==> src/rtl/pipeline_hazard_pkg.sv <==
// pipeline_hazard_pkg: forwarding selects, divide FSM states and defaults shared by the hazard unit.
package pipeline_hazard_pkg;
    localparam logic [1:0] FWD_RF = 2'b00;
    localparam logic [1:0] FWD_W = 2'b01;
    localparam logic [1:0] FWD_M = 2'b10;
    localparam int DIV_MAX_CYCLES_DEF = 40;

    typedef enum logic [1:0] {DIV_IDLE, DIV_BUSY, DIV_DONE} divState_t;

    function automatic logic [1:0] fwdSel(
        input logic [4:0] src,
        input logic wrM,
        input logic [4:0] regM,
        input logic wrW,
        input logic [4:0] regW
    );
        return (wrM && regM != 5'd0 && regM == src) ? FWD_M :
               (wrW && regW != 5'd0 && regW == src) ? FWD_W : FWD_RF;
    endfunction
endpackage

==> src/rtl/pipeline_hazard_div_handshake.sv <==
// div_handshake: multi-cycle divider start/wait FSM with watchdog, driving the divide stall.
module div_handshake
    import pipeline_hazard_pkg::*;
#(
    parameter int MAX_CYCLES = DIV_MAX_CYCLES_DEF
) (
    input  logic clk,
    input  logic rst,
    input  logic divE,
    input  logic div_done,
    input  logic hold,
    input  logic abort,
    output logic divStart,
    output logic divStall
);
    localparam logic [5:0] LIMIT = 6'(MAX_CYCLES);

    divState_t state;
    logic [5:0] count;

    assign divStart = state == DIV_IDLE && divE && !hold && !abort;
    assign divStall = (state == DIV_IDLE && divE) || state == DIV_BUSY;

    always_ff @(posedge clk) begin
        if (rst || abort) begin
            state <= DIV_IDLE;
            count <= '0;
        end else begin
            case (state)
                DIV_IDLE: begin
                    if (divStart) begin
                        state <= DIV_BUSY;
                        count <= '0;
                    end
                end
                DIV_BUSY: begin
                    count <= count + 6'd1;
                    if (div_done) state <= DIV_DONE;
                    else if (count == LIMIT) state <= DIV_IDLE;
                end
                default: state <= DIV_IDLE;
            endcase
        end
    end
endmodule

==> src/rtl/pipeline_hazard.sv <==
// pipeline_hazard: stall/flush arbiter with operand and HI/LO forwarding for the five-stage core.
// Define HAZARD_HILO_FWD_EN to forward HI/LO writes instead of stalling on them.
module pipeline_hazard
    import pipeline_hazard_pkg::*;
#(
    parameter int DIV_MAX_CYCLES = DIV_MAX_CYCLES_DEF
) (
    input  logic       clk,
    input  logic       rst,
    input  logic [4:0] rsD,
    input  logic [4:0] rtD,
    input  logic [4:0] rsE,
    input  logic [4:0] rtE,
    input  logic [4:0] writeregE,
    input  logic [4:0] writeregM,
    input  logic [4:0] writeregW,
    input  logic       regwriteE,
    input  logic       regwriteM,
    input  logic       regwriteW,
    input  logic       memtoregE,
    input  logic       memtoregM,
    input  logic       branchD,
    input  logic       jalrD,
    input  logic       hiloreadE,
    input  logic       hilowriteM,
    input  logic       hilowriteW,
    input  logic       divE,
    input  logic       div_done,
    input  logic       i_stall,
    input  logic       d_stall,
    input  logic       exceptM,
    output logic       forwardAD,
    output logic       forwardBD,
    output logic [1:0] forwardAE,
    output logic [1:0] forwardBE,
    output logic [1:0] forwardhiloE,
    output logic       div_start,
    output logic       stallF,
    output logic       stallD,
    output logic       stallE,
    output logic       stallM,
    output logic       stallW,
    output logic       flushD,
    output logic       flushE,
    output logic       flushM,
    output logic       flushW
);
    logic memStall, lwStall, branchStall, divStall, hiloStall;
    logic eHitsD, mHitsD, excFlush, excPending, divGo, run;
    logic [1:0] hiloFwd;

    assign memStall = i_stall | d_stall;
    assign lwStall = memtoregE & ((rtE == rsD) | (rtE == rtD));
    assign eHitsD = writeregE != 5'd0 && (writeregE == rsD || writeregE == rtD);
    assign mHitsD = writeregM != 5'd0 && (writeregM == rsD || writeregM == rtD);
    assign branchStall = (branchD | jalrD) & ((regwriteE & eHitsD) | (memtoregM & mHitsD));

`ifdef HAZARD_HILO_FWD_EN
    assign hiloStall = 1'b0;
    assign hiloFwd = hilowriteM ? FWD_M : hilowriteW ? FWD_W : FWD_RF;
`else
    assign hiloStall = hiloreadE & (hilowriteM | hilowriteW);
    assign hiloFwd = FWD_RF;
`endif

    // An exception held behind a data-memory stall is replayed on the first free cycle.
    assign excFlush = ~rst & (exceptM | excPending) & ~d_stall;

    always_ff @(posedge clk)
        excPending <= ~rst & (exceptM | excPending) & d_stall;

    div_handshake #(.MAX_CYCLES(DIV_MAX_CYCLES)) u_div (
        .clk(clk),
        .rst(rst),
        .divE(divE),
        .div_done(div_done),
        .hold(memStall | hiloStall),
        .abort(excFlush),
        .divStart(divGo),
        .divStall(divStall)
    );

    assign run = ~rst & ~excFlush;
    assign forwardAE = rst ? FWD_RF : fwdSel(rsE, regwriteM, writeregM, regwriteW, writeregW);
    assign forwardBE = rst ? FWD_RF : fwdSel(rtE, regwriteM, writeregM, regwriteW, writeregW);
    assign forwardAD = ~rst && regwriteM && rsD != 5'd0 && rsD == writeregM;
    assign forwardBD = ~rst && regwriteM && rtD != 5'd0 && rtD == writeregM;
    assign forwardhiloE = rst ? FWD_RF : hiloFwd;
    assign div_start = ~rst & divGo;
    assign stallF = run & (lwStall | branchStall | divStall | memStall | hiloStall);
    assign stallD = stallF;
    assign stallE = run & (divStall | memStall | hiloStall);
    assign stallM = run & memStall;
    assign stallW = stallM;
    assign flushD = excFlush;
    assign flushE = excFlush | (~rst & (lwStall | branchStall) & ~divStall & ~memStall);
    assign flushM = excFlush | (~rst & hiloStall);
    assign flushW = excFlush;
endmodule

==> config.mk <==
export PLATFORM = sky130hd
export DESIGN_NAME = pipeline_hazard
export DESIGN_NICKNAME = d
export VERILOG_FILES = /design/src/rtl/pipeline_hazard_pkg.sv /design/src/rtl/pipeline_hazard_div_handshake.sv /design/src/rtl/pipeline_hazard.sv
export SDC_FILE = /design/constraint.sdc
export NUM_CORES = 1
export LEC_CHECK = 0
export BUFFER_PORTS_ARGS = -buffer_cell sky130_fd_sc_hd__buf_2
export CORE_ASPECT_RATIO = 0.5
export CORE_MARGIN = 4
export CORE_UTILIZATION = 49
export CTS_CLUSTER_SIZE = 40
export DETAILED_ROUTE_END_ITERATION = 8
export PLACE_DENSITY_LB_ADDON = 0.2
export SKIP_CTS_REPAIR_TIMING = 1
export SYNTH_ARGS = -nofsm -noshare
export SYNTH_HDL_FRONTEND = slang
export SYNTH_HIERARCHICAL = 1
export SYNTH_SLANG_ARGS = --single-unit
==> constraint.sdc <==
create_clock -name clk -period 4.03 [get_ports clk]
set_clock_uncertainty 0.1 [all_clocks]
set_input_delay 0.6045 -clock clk [delete_from_list [all_inputs] [get_ports clk]]
set_output_delay 0.6045 -clock clk [all_outputs]
set_load 0.01 [all_outputs]
==> results of run 1 <==
## synth_stat cells (2+ instances only)
cell / instances / share of area [%]
xnor2_1: 34 / 22
xor2_1: 16 / 10
nand2_1: 14 / 3.9
nand3_1: 12 / 4.5
nor2_1: 12 / 3.4
dfxtp_1: 9 / 13
nor3_1: 9 / 3.4
a21oi_1: 5 / 1.9
buf_4: 5 / 2.8
inv_1: 5 / 1.4
or4_1: 5 / 2.8
o21ai_0: 4 / 1.5
buf_2: 3 / 1.1
or2_2: 3 / 1.4
a211oi_1: 2 / 1.1
a311oi_1: 2 / 1.3
a31oi_1: 2 / 0.93
clkbuf_1: 2 / 0.56
ha_1: 2 / 1.9
nor3b_1: 2 / 1.1
nor4_1: 2 / 0.93
nor4_2: 2 / 1.9
o22ai_1: 2 / 0.93
or3_1: 2 / 0.93
## worst paths after layout
path / from / end / cells after the start
setup / recovery: hilowriteW / div_start / 7
hold / removal: u_div/count[5]$_SDFFE_PP0P_ / u_div/count[5]$_SDFFE_PP0P_ / 1
setup reg to reg: excPending$_DFF_P_ / u_div/count[5]$_SDFFE_PP0P_ / 5
hold reg to reg: u_div/count[5]$_SDFFE_PP0P_ / u_div/count[5]$_SDFFE_PP0P_ / 1
## flip-flops by register name (all words and copies together) (netlist names)
| signal | cells |
|---|---|
| excPending | 1 |
| u_div/count | 6 |
| u_div/state | 2 |
## metrics by stage
step           std cells  hold WS, ns  instance area (um2)  power [mW]  util [%]
3_3_place_gp         271        0.368                 1650       0.226      63.6
6_report             275        0.382                 1700       0.332      65.3
5_1_grt              275        0.412                 1700       0.356      65.3
3_5_place_dp         271        0.379                 1650       0.229      63.6
4_1_cts              275        0.385                 1700       0.336      65.3
2_1_floorplan        178        0.345                 1340       0.177         -
## power breakdown
part	internal [mW]	total [mW]	switching [mW]
clock	0.0674	0.104	0.0364
combinational	0.0646	0.137	0.0720
sequential	0.0904	0.0914	0.00102
## area by class of cell
class                   instances  area [um2]  area share [%]
multi-input cells             153        1070            63.1
repair buffers                 67         335            19.7
flip-flops and latches          9         180            10.6
well taps                      37        46.3            2.72
clock buffers                   3        41.3            2.43
inverters                       5        18.8            1.10
clock inverters                 1        5.00           0.294
## routing by layer
layer	track usage, %	up-vias
li1	-	739
met3	2.39	2
met1	24.0	648
met2	33.2	37
met5	0	-
met4	8.61	0
## cell families after synthesis
| logic type | synth area share (%) |
|---|---|
| AOI/OAI and AO/OA | 15.4 |
| xor gates and xnor gates | 32.7 |
| adders and majority gates | 1.87 |
| buffers and inverters | 6.72 |
| DFF | 13.4 |
| other | 0.280 |
| and+or+nand+nor | 29.6 |
==> results.sh, run 1 <==
export IMPL_path_cells="buf_2 > o21ai_0 > nand2_1 > or3b_1 > nor2_1 > nor2b_1 > buf_2"
export IMPL_routed_wirelength_um=3550
export IMPL_hpwlAfterDp_um=3080
export IMPL_drive_above_1_share_pct=34.5
export IMPL_numPortBuffers=67
export IMPL_top_layer="met4"
export IMPL_crit_type="primary input to output pin"
export IMPL_final_period_utilization_pct=67.3
export IMPL_drv_slew=0
export IMPL_outcome="complete, no violations"
export IMPL_critPathBufInv=2
export IMPL_yosys_most_used_dff="dfxtp_1"
export IMPL_hold_violations=0
export IMPL_async_flop_share_pct=0
export IMPL_synth_seq_cells=9
export IMPL_antenna_found_initial=0
export IMPL_grt_pass1_vias=1289
export IMPL_leakage_nw=0.707
export IMPL_root_buffer="clkbuf_8"
export IMPL_fp_dieW_um=82.0
export IMPL_clkSinkCount=9
export IMPL_core_area_um2=2600
export IMPL_area_growth_pct=26.9
export IMPL_hold_class="flip-flop to flip-flop"
export IMPL_critPathLaunchType="primary input"
export IMPL_die_area_um2=3690
export IMPL_final_net_count=293
export IMPL_drc_errors=0
export IMPL_crit_family="simple AND/OR/NAND/NOR gates"
export IMPL_ctsLongestPathBuffers=2
export IMPL_layout_commonest_cell="buf_2"
export IMPL_cp_max_fo=3
export IMPL_power_density_nw_per_um2=195
export IMPL_crit_path_frequent_cell="buf_2"
export IMPL_syn_avg_cell_area_um2=7.57
export IMPL_yosysUniqueCellTypes=45
export IMPL_ys_warnings_count=6
export IMPL_cts_tree="yes"
export IMPL_grt_pass1_wl_um=5530
export IMPL_post_route_min_period_ns=2.71
export IMPL_arrival_ns=2.01
export IMPL_routed_wl_met3_um=157
export IMPL_setup_ws_ns=1.32
export IMPL_preCtsSetupSlack_ns=1.31
export IMPL_htreeDepth=1
export IMPL_rows=13
export IMPL_chipHeight_um=45.0
export IMPL_r2r_slack_ns=2.37
export IMPL_tightest_slew_ns=0.639
export IMPL_grt_usage_pct=19.1
export IMPL_initial_core_util_pct=51.5
export IMPL_netlist_area_um2=1340
export IMPL_rsz0062_at_grt="no"
export IMPL_io_pins=70
export IMPL_fmax_ghz=0.369
export IMPL_via_count=1426
export IMPL_cts_made_buffers=3
export IMPL_vias_per_cell=5.19
export IMPL_drt_initial_drc_count=32
export IMPL_postRouteAntennaNets=0
export IMPL_setup_tns_final_ns=0
export IMPL_synthCells=177
export IMPL_synth_edff_count=0
export IMPL_num_fill_cells=245
export IMPL_diodes=0
export IMPL_endpoint_kind="output pin"
export IMPL_wl_met1_um=1610
export IMPL_wl_met2_um=1760
export IMPL_critPathMaxStageDelay_ns=0.40
export IMPL_clock_latency_ns=0.23
export IMPL_grt_max_degree=9
export IMPL_synth_seq_area_share_pct=13.4
export IMPL_final_cell_mix="67 x buf_2, 34 x xnor2_1, 16 x xor2_1"
export IMPL_wl_per_cell_um=12.9
export IMPL_max_slew_margin_pct=57.1
export IMPL_cap_violations=0
export IMPL_crit_path_top_delay_cell="or3b_1"
export IMPL_gp_congestion=0.885
export IMPL_overflow=0
export IMPL_ir_drop_v=0.000114
export IMPL_path_clk_slew_ns=0.04
export IMPL_crit_required_ns=3.33
export IMPL_drt_pass1_iter_count=4
export IMPL_setup_viol=0
Note: power is estimated with default switching activity, not from simulation.
==> run 2, diff against run 1 <==
- CORE_UTILIZATION: 49 -> 41
- clock period: 4.03 -> 2.2 ns (I/O delays scaled with it)
==> results.sh, run 2 (synthesis gave the netlist of run 1 again) <==
export IMPL_rsz0062_at_grt="no"
export IMPL_hp_start="div_done"
export IMPL_power_mw=0.616
export IMPL_rows=14
export IMPL_wl_per_cell_um=12.8
export IMPL_cts_made_buffers=3
export IMPL_drv_slew=0
export IMPL_rr_startpoint="excPending$_DFF_P_"
export IMPL_layout_commonest_cell="buf_2"
export IMPL_crit_type="primary input to output pin"
export IMPL_power_density_nw_per_um2=354
export IMPL_chipHeight_um=48.4
export IMPL_fp_dieW_um=88.9
export IMPL_largest_reg_flops=6
export IMPL_grt_pass1_wl_um=5770
export IMPL_outcome="complete, no violations"
export IMPL_ctsLongestPathBuffers=2
export IMPL_leakage_nw=0.723
export IMPL_vias_per_cell=5.00
export IMPL_cap_violations=0
export IMPL_drive_above_1_share_pct=36.0
export IMPL_antenna_found_initial=0
export IMPL_cp_max_fo=5
export IMPL_drt_pass1_iter_count=4
export IMPL_ir_drop_v=0.000392
export IMPL_hold_violations=0
export IMPL_largest_register="u_div/count"
export IMPL_diodes=0
export IMPL_clock_latency_ns=0.23
export IMPL_setup_tns_final_ns=0
export IMPL_top_regs="u_div/count: 6 flops, u_div/state: 2 flops, excPending: 1 flops"
export IMPL_path_clk_slew_ns=0.04
export IMPL_via_count=1409
export IMPL_root_buffer="clkbuf_8"
export IMPL_post_route_min_period_ns=2.14
export IMPL_grt_usage_pct=16.2
export IMPL_grt_max_degree=9
export IMPL_fmax_ghz=0.468
export IMPL_crit_required_ns=1.77
export IMPL_critPathLaunchType="primary input"
export IMPL_postRouteAntennaNets=0
export IMPL_die_area_um2=4300
export IMPL_drt_initial_drc_count=33
export IMPL_area_growth_pct=29.8
export IMPL_drc_errors=0
export IMPL_endpoint_kind="output pin"
export IMPL_setup_viol=0
export IMPL_overflow=0
export IMPL_numPortBuffers=67
export IMPL_routed_wirelength_um=3600
export IMPL_clkSinkCount=9
export IMPL_io_pins=70
export IMPL_gp_congestion=0.833
export IMPL_hpwlAfterDp_um=3110
export IMPL_cts_tree="yes"
export IMPL_cp_startpoint="writeregM[1]"
export IMPL_final_cell_mix="67 x buf_2, 34 x xnor2_1, 16 x xor2_1"
export IMPL_final_period_utilization_pct=97.1
export IMPL_final_net_count=297
export IMPL_initial_core_util_pct=43.7
export IMPL_arrival_ns=1.71
export IMPL_core_area_um2=3070
export IMPL_hold_class="primary input to flip-flop"
export IMPL_grt_pass1_vias=1236
export IMPL_htreeDepth=1
## run 2: path summary, 6_finish.rpt
path              cells past startpoint  slack [ns]                     endpoint
hold reg to reg                       1        0.39  u_div/count[5]$_SDFFE_PP0P_
setup reg to reg                      6        0.55  u_div/count[5]$_SDFFE_PP0P_
hold / removal                        3        0.24  u_div/state[1]$_SDFFE_PP0P_
setup / recovery                      6        0.06                 forwardBE[0]
## run 2: cell type report
| cell class | instances | area [um2] |
|---|---|---|
| inverter | 5 | 18.8 |
| sequential | 9 | 180 |
| tap | 40 | 50.0 |
| fill | 307 | 1330 |
| multi-input combinational | 153 | 1080 |
| clock buffer | 4 | 45.0 |
| timing repair buffer | 71 | 365 |
## run 2: power by group
group          internal, mW  switching (mW)  total, mW
clock                 0.126          0.0657      0.192
combinational         0.123           0.133      0.257
sequential            0.166         0.00179      0.167
total                 0.415           0.201      0.616
## run 2: critical path, cell delays in order
cell	delay, ns
buf_2	0.14
or4_4	0.56
o21ai_4	0.17
nor3_1	0.09
nor4_2	0.25
buf_2	0.16
## run 2: metal layers
metal,share of wire (%),routed length [um],GRT usage [%]
met1,47,1680,22.4
met2,49,1760,26.8
met3,4.3,154,2.88
met4,0.33,12,2.26
met5,0,0,0
## run 2: per-stage QoR
step	util, %	cells	area, um2	worst slack, ns	hold slack [ns]
3_3_place_gp	55.1	278	1690	0.0652	0.377
3_5_place_dp	55.1	278	1690	0.0485	0.381
2_1_floorplan	-	178	1340	0.0760	0.306
4_1_cts	56.5	282	1730	0.0485	0.242
6_report	56.7	282	1740	0.0634	0.241
5_1_grt	56.7	282	1740	0.00237	0.254
==> run 3, diff against run 2 <==
- CORE_UTILIZATION: 41 -> 46
- clock period: 2.2 -> 2.25 ns (I/O delays scaled with it)
==> results.sh, run 3 (synthesis gave the netlist of run 1 again) <==
export IMPL_outcome="complete, no violations"
export IMPL_hold_class="primary input to flip-flop"
export IMPL_cts_made_buffers=3
export IMPL_layout_commonest_cell="buf_2"
export IMPL_leakage_nw=0.713
export IMPL_wl_per_cell_um=13.1
export IMPL_switching_share_pct=32.7
export IMPL_setup_tns_final_ns=0
export IMPL_final_cell_mix="67 x buf_2, 34 x xnor2_1, 16 x xor2_1"
export IMPL_grt_pass1_wl_um=5550
export IMPL_cts_tree="yes"
export IMPL_hpwlAfterDp_um=3100
export IMPL_final_core_util_pct=64.1
export IMPL_path_clk_slew_ns=0.05
export IMPL_fp_dieW_um=84.3
export IMPL_grt_max_degree=9
export IMPL_place_area_um2=1670
export IMPL_die_area_um2=3890
export IMPL_clkPwrFrac_pct=31.4
export IMPL_initial_core_util_pct=49.9
export IMPL_root_buffer="clkbuf_8"
export IMPL_chipHeight_um=46.2
export IMPL_largest_reg_flops=6
export IMPL_numPortBuffers=67
export IMPL_antenna_found_initial=0
export IMPL_crit_type="primary input to output pin"
export IMPL_diodes=0
export IMPL_combPwrFrac_pct=41.3
export IMPL_setup_ws_ns=0.0925
export IMPL_cp_max_fo=5
export IMPL_endpoint_kind="output pin"
export IMPL_path_cells="buf_2 > or4_4 > o21ai_4 > nor3_1 > nor4_2 > buf_2"
export IMPL_seq_power_share_pct=27.3
export IMPL_crit_path_frequent_cell="buf_2"
export IMPL_drc_errors=0
export IMPL_hold_violations=0
export IMPL_gp_congestion=0.843
export IMPL_preCtsSetupSlack_ns=0.0836
export IMPL_clkSinkCount=9
export IMPL_crit_path_top_delay_cell="or4_4"
export IMPL_area_growth_pct=28.4
export IMPL_critPathMaxStageDelay_ns=0.56
export IMPL_via_count=1461
export IMPL_postRouteAntennaNets=0
export IMPL_ir_drop_v=0.000182
export IMPL_fin_area_um2=1720
export IMPL_htreeDepth=1
export IMPL_final_period_utilization_pct=95.9
export IMPL_ctsLongestPathBuffers=2
export IMPL_routed_wirelength_um=3620
export IMPL_drt_pass1_iter_count=6
export IMPL_drv_slew=0
export IMPL_grt_pass1_vias=1267
export IMPL_io_pins=70
export IMPL_setup_viol=0
export IMPL_post_route_min_period_ns=2.16
export IMPL_overflow=0
export IMPL_drt_initial_drc_count=25
export IMPL_arrival_ns=1.72
export IMPL_critPathLaunchType="primary input"
export IMPL_cap_violations=0
export IMPL_rsz0062_at_grt="no"
export IMPL_core_area_um2=2680
export IMPL_fmax_ghz=0.464
export IMPL_crit_required_ns=1.81
export IMPL_clock_latency_ns=0.23
export IMPL_p_int_mw=0.404
export IMPL_rows=13
export IMPL_drive_above_1_share_pct=35.4
export IMPL_power_mw=0.601
export IMPL_p_sw_mw=0.197
export IMPL_largest_register="u_div/count"
export IMPL_grt_usage_pct=17.8
export IMPL_top_regs="u_div/count: 6 flops, u_div/state: 2 flops, excPending: 1 flops"
export IMPL_vias_per_cell=5.27
export IMPL_final_net_count=295
export IMPL_power_density_nw_per_um2=349
run 3: changes by cell type in the layout (fill, tap and decap cells not counted), sizes merged:
cell / previous run / this run
buf: 71 / 69
run 3: metal layers:
layer | share of wire (%) | GRT usage (%) | vias up
met5 | 0 | 0 | -
met2 | 50 | 33.7 | 43
li1 | - | - | 738
met4 | 0.36 | 5.36 | 0
met3 | 4.7 | 2.32 | 2
met1 | 45 | 21.7 | 678
run 3: worst paths after layout:
path                                                   from                     endpoint  slack, ns  cells past startpoint
worst max-delay path                           writeregM[1]                 forwardAE[0]       0.09                      6
worst min-delay path                               div_done  u_div/state[1]$_SDFFE_PP0P_       0.24                      3
worst max register to register           excPending$_DFF_P_  u_div/count[5]$_SDFFE_PP0P_       0.57                      6
worst min register to register  u_div/count[5]$_SDFFE_PP0P_  u_div/count[5]$_SDFFE_PP0P_       0.40                      1
run 3: metrics by stage:
stage               std cells  hold WS [ns]
floorplan                 178         0.314
finish                    277         0.244
global placement          273         0.372
global route              277         0.248
detailed placement        273         0.396
CTS                       277         0.241
run 3: power groups by stage:
stage	logic, mW	registers (mW)	clock network (mW)
2_1_floorplan	0.151	0.166	0
3_3_place_gp	0.243	0.167	0
6_report	0.248	0.164	0.189
5_1_grt	0.274	0.164	0.202
3_5_place_dp	0.246	0.167	0
4_1_cts	0.247	0.164	0.192
run 3: final cells by class:
cell class | instances | area, um2
inverter | 5 | 18.8
clock buffer | 4 | 45.0
multi-input combinational | 153 | 1080
sequential | 9 | 180
tap | 37 | 46.3
timing repair buffer | 69 | 350
fill | 254 | 963
run 3: worst max-delay path: cells and delay by family:
family / cells / cell delay, ns
buf+inv: 2 / 0.32
simple gates: 3 / 0.90
compound gates: 1 / 0.17
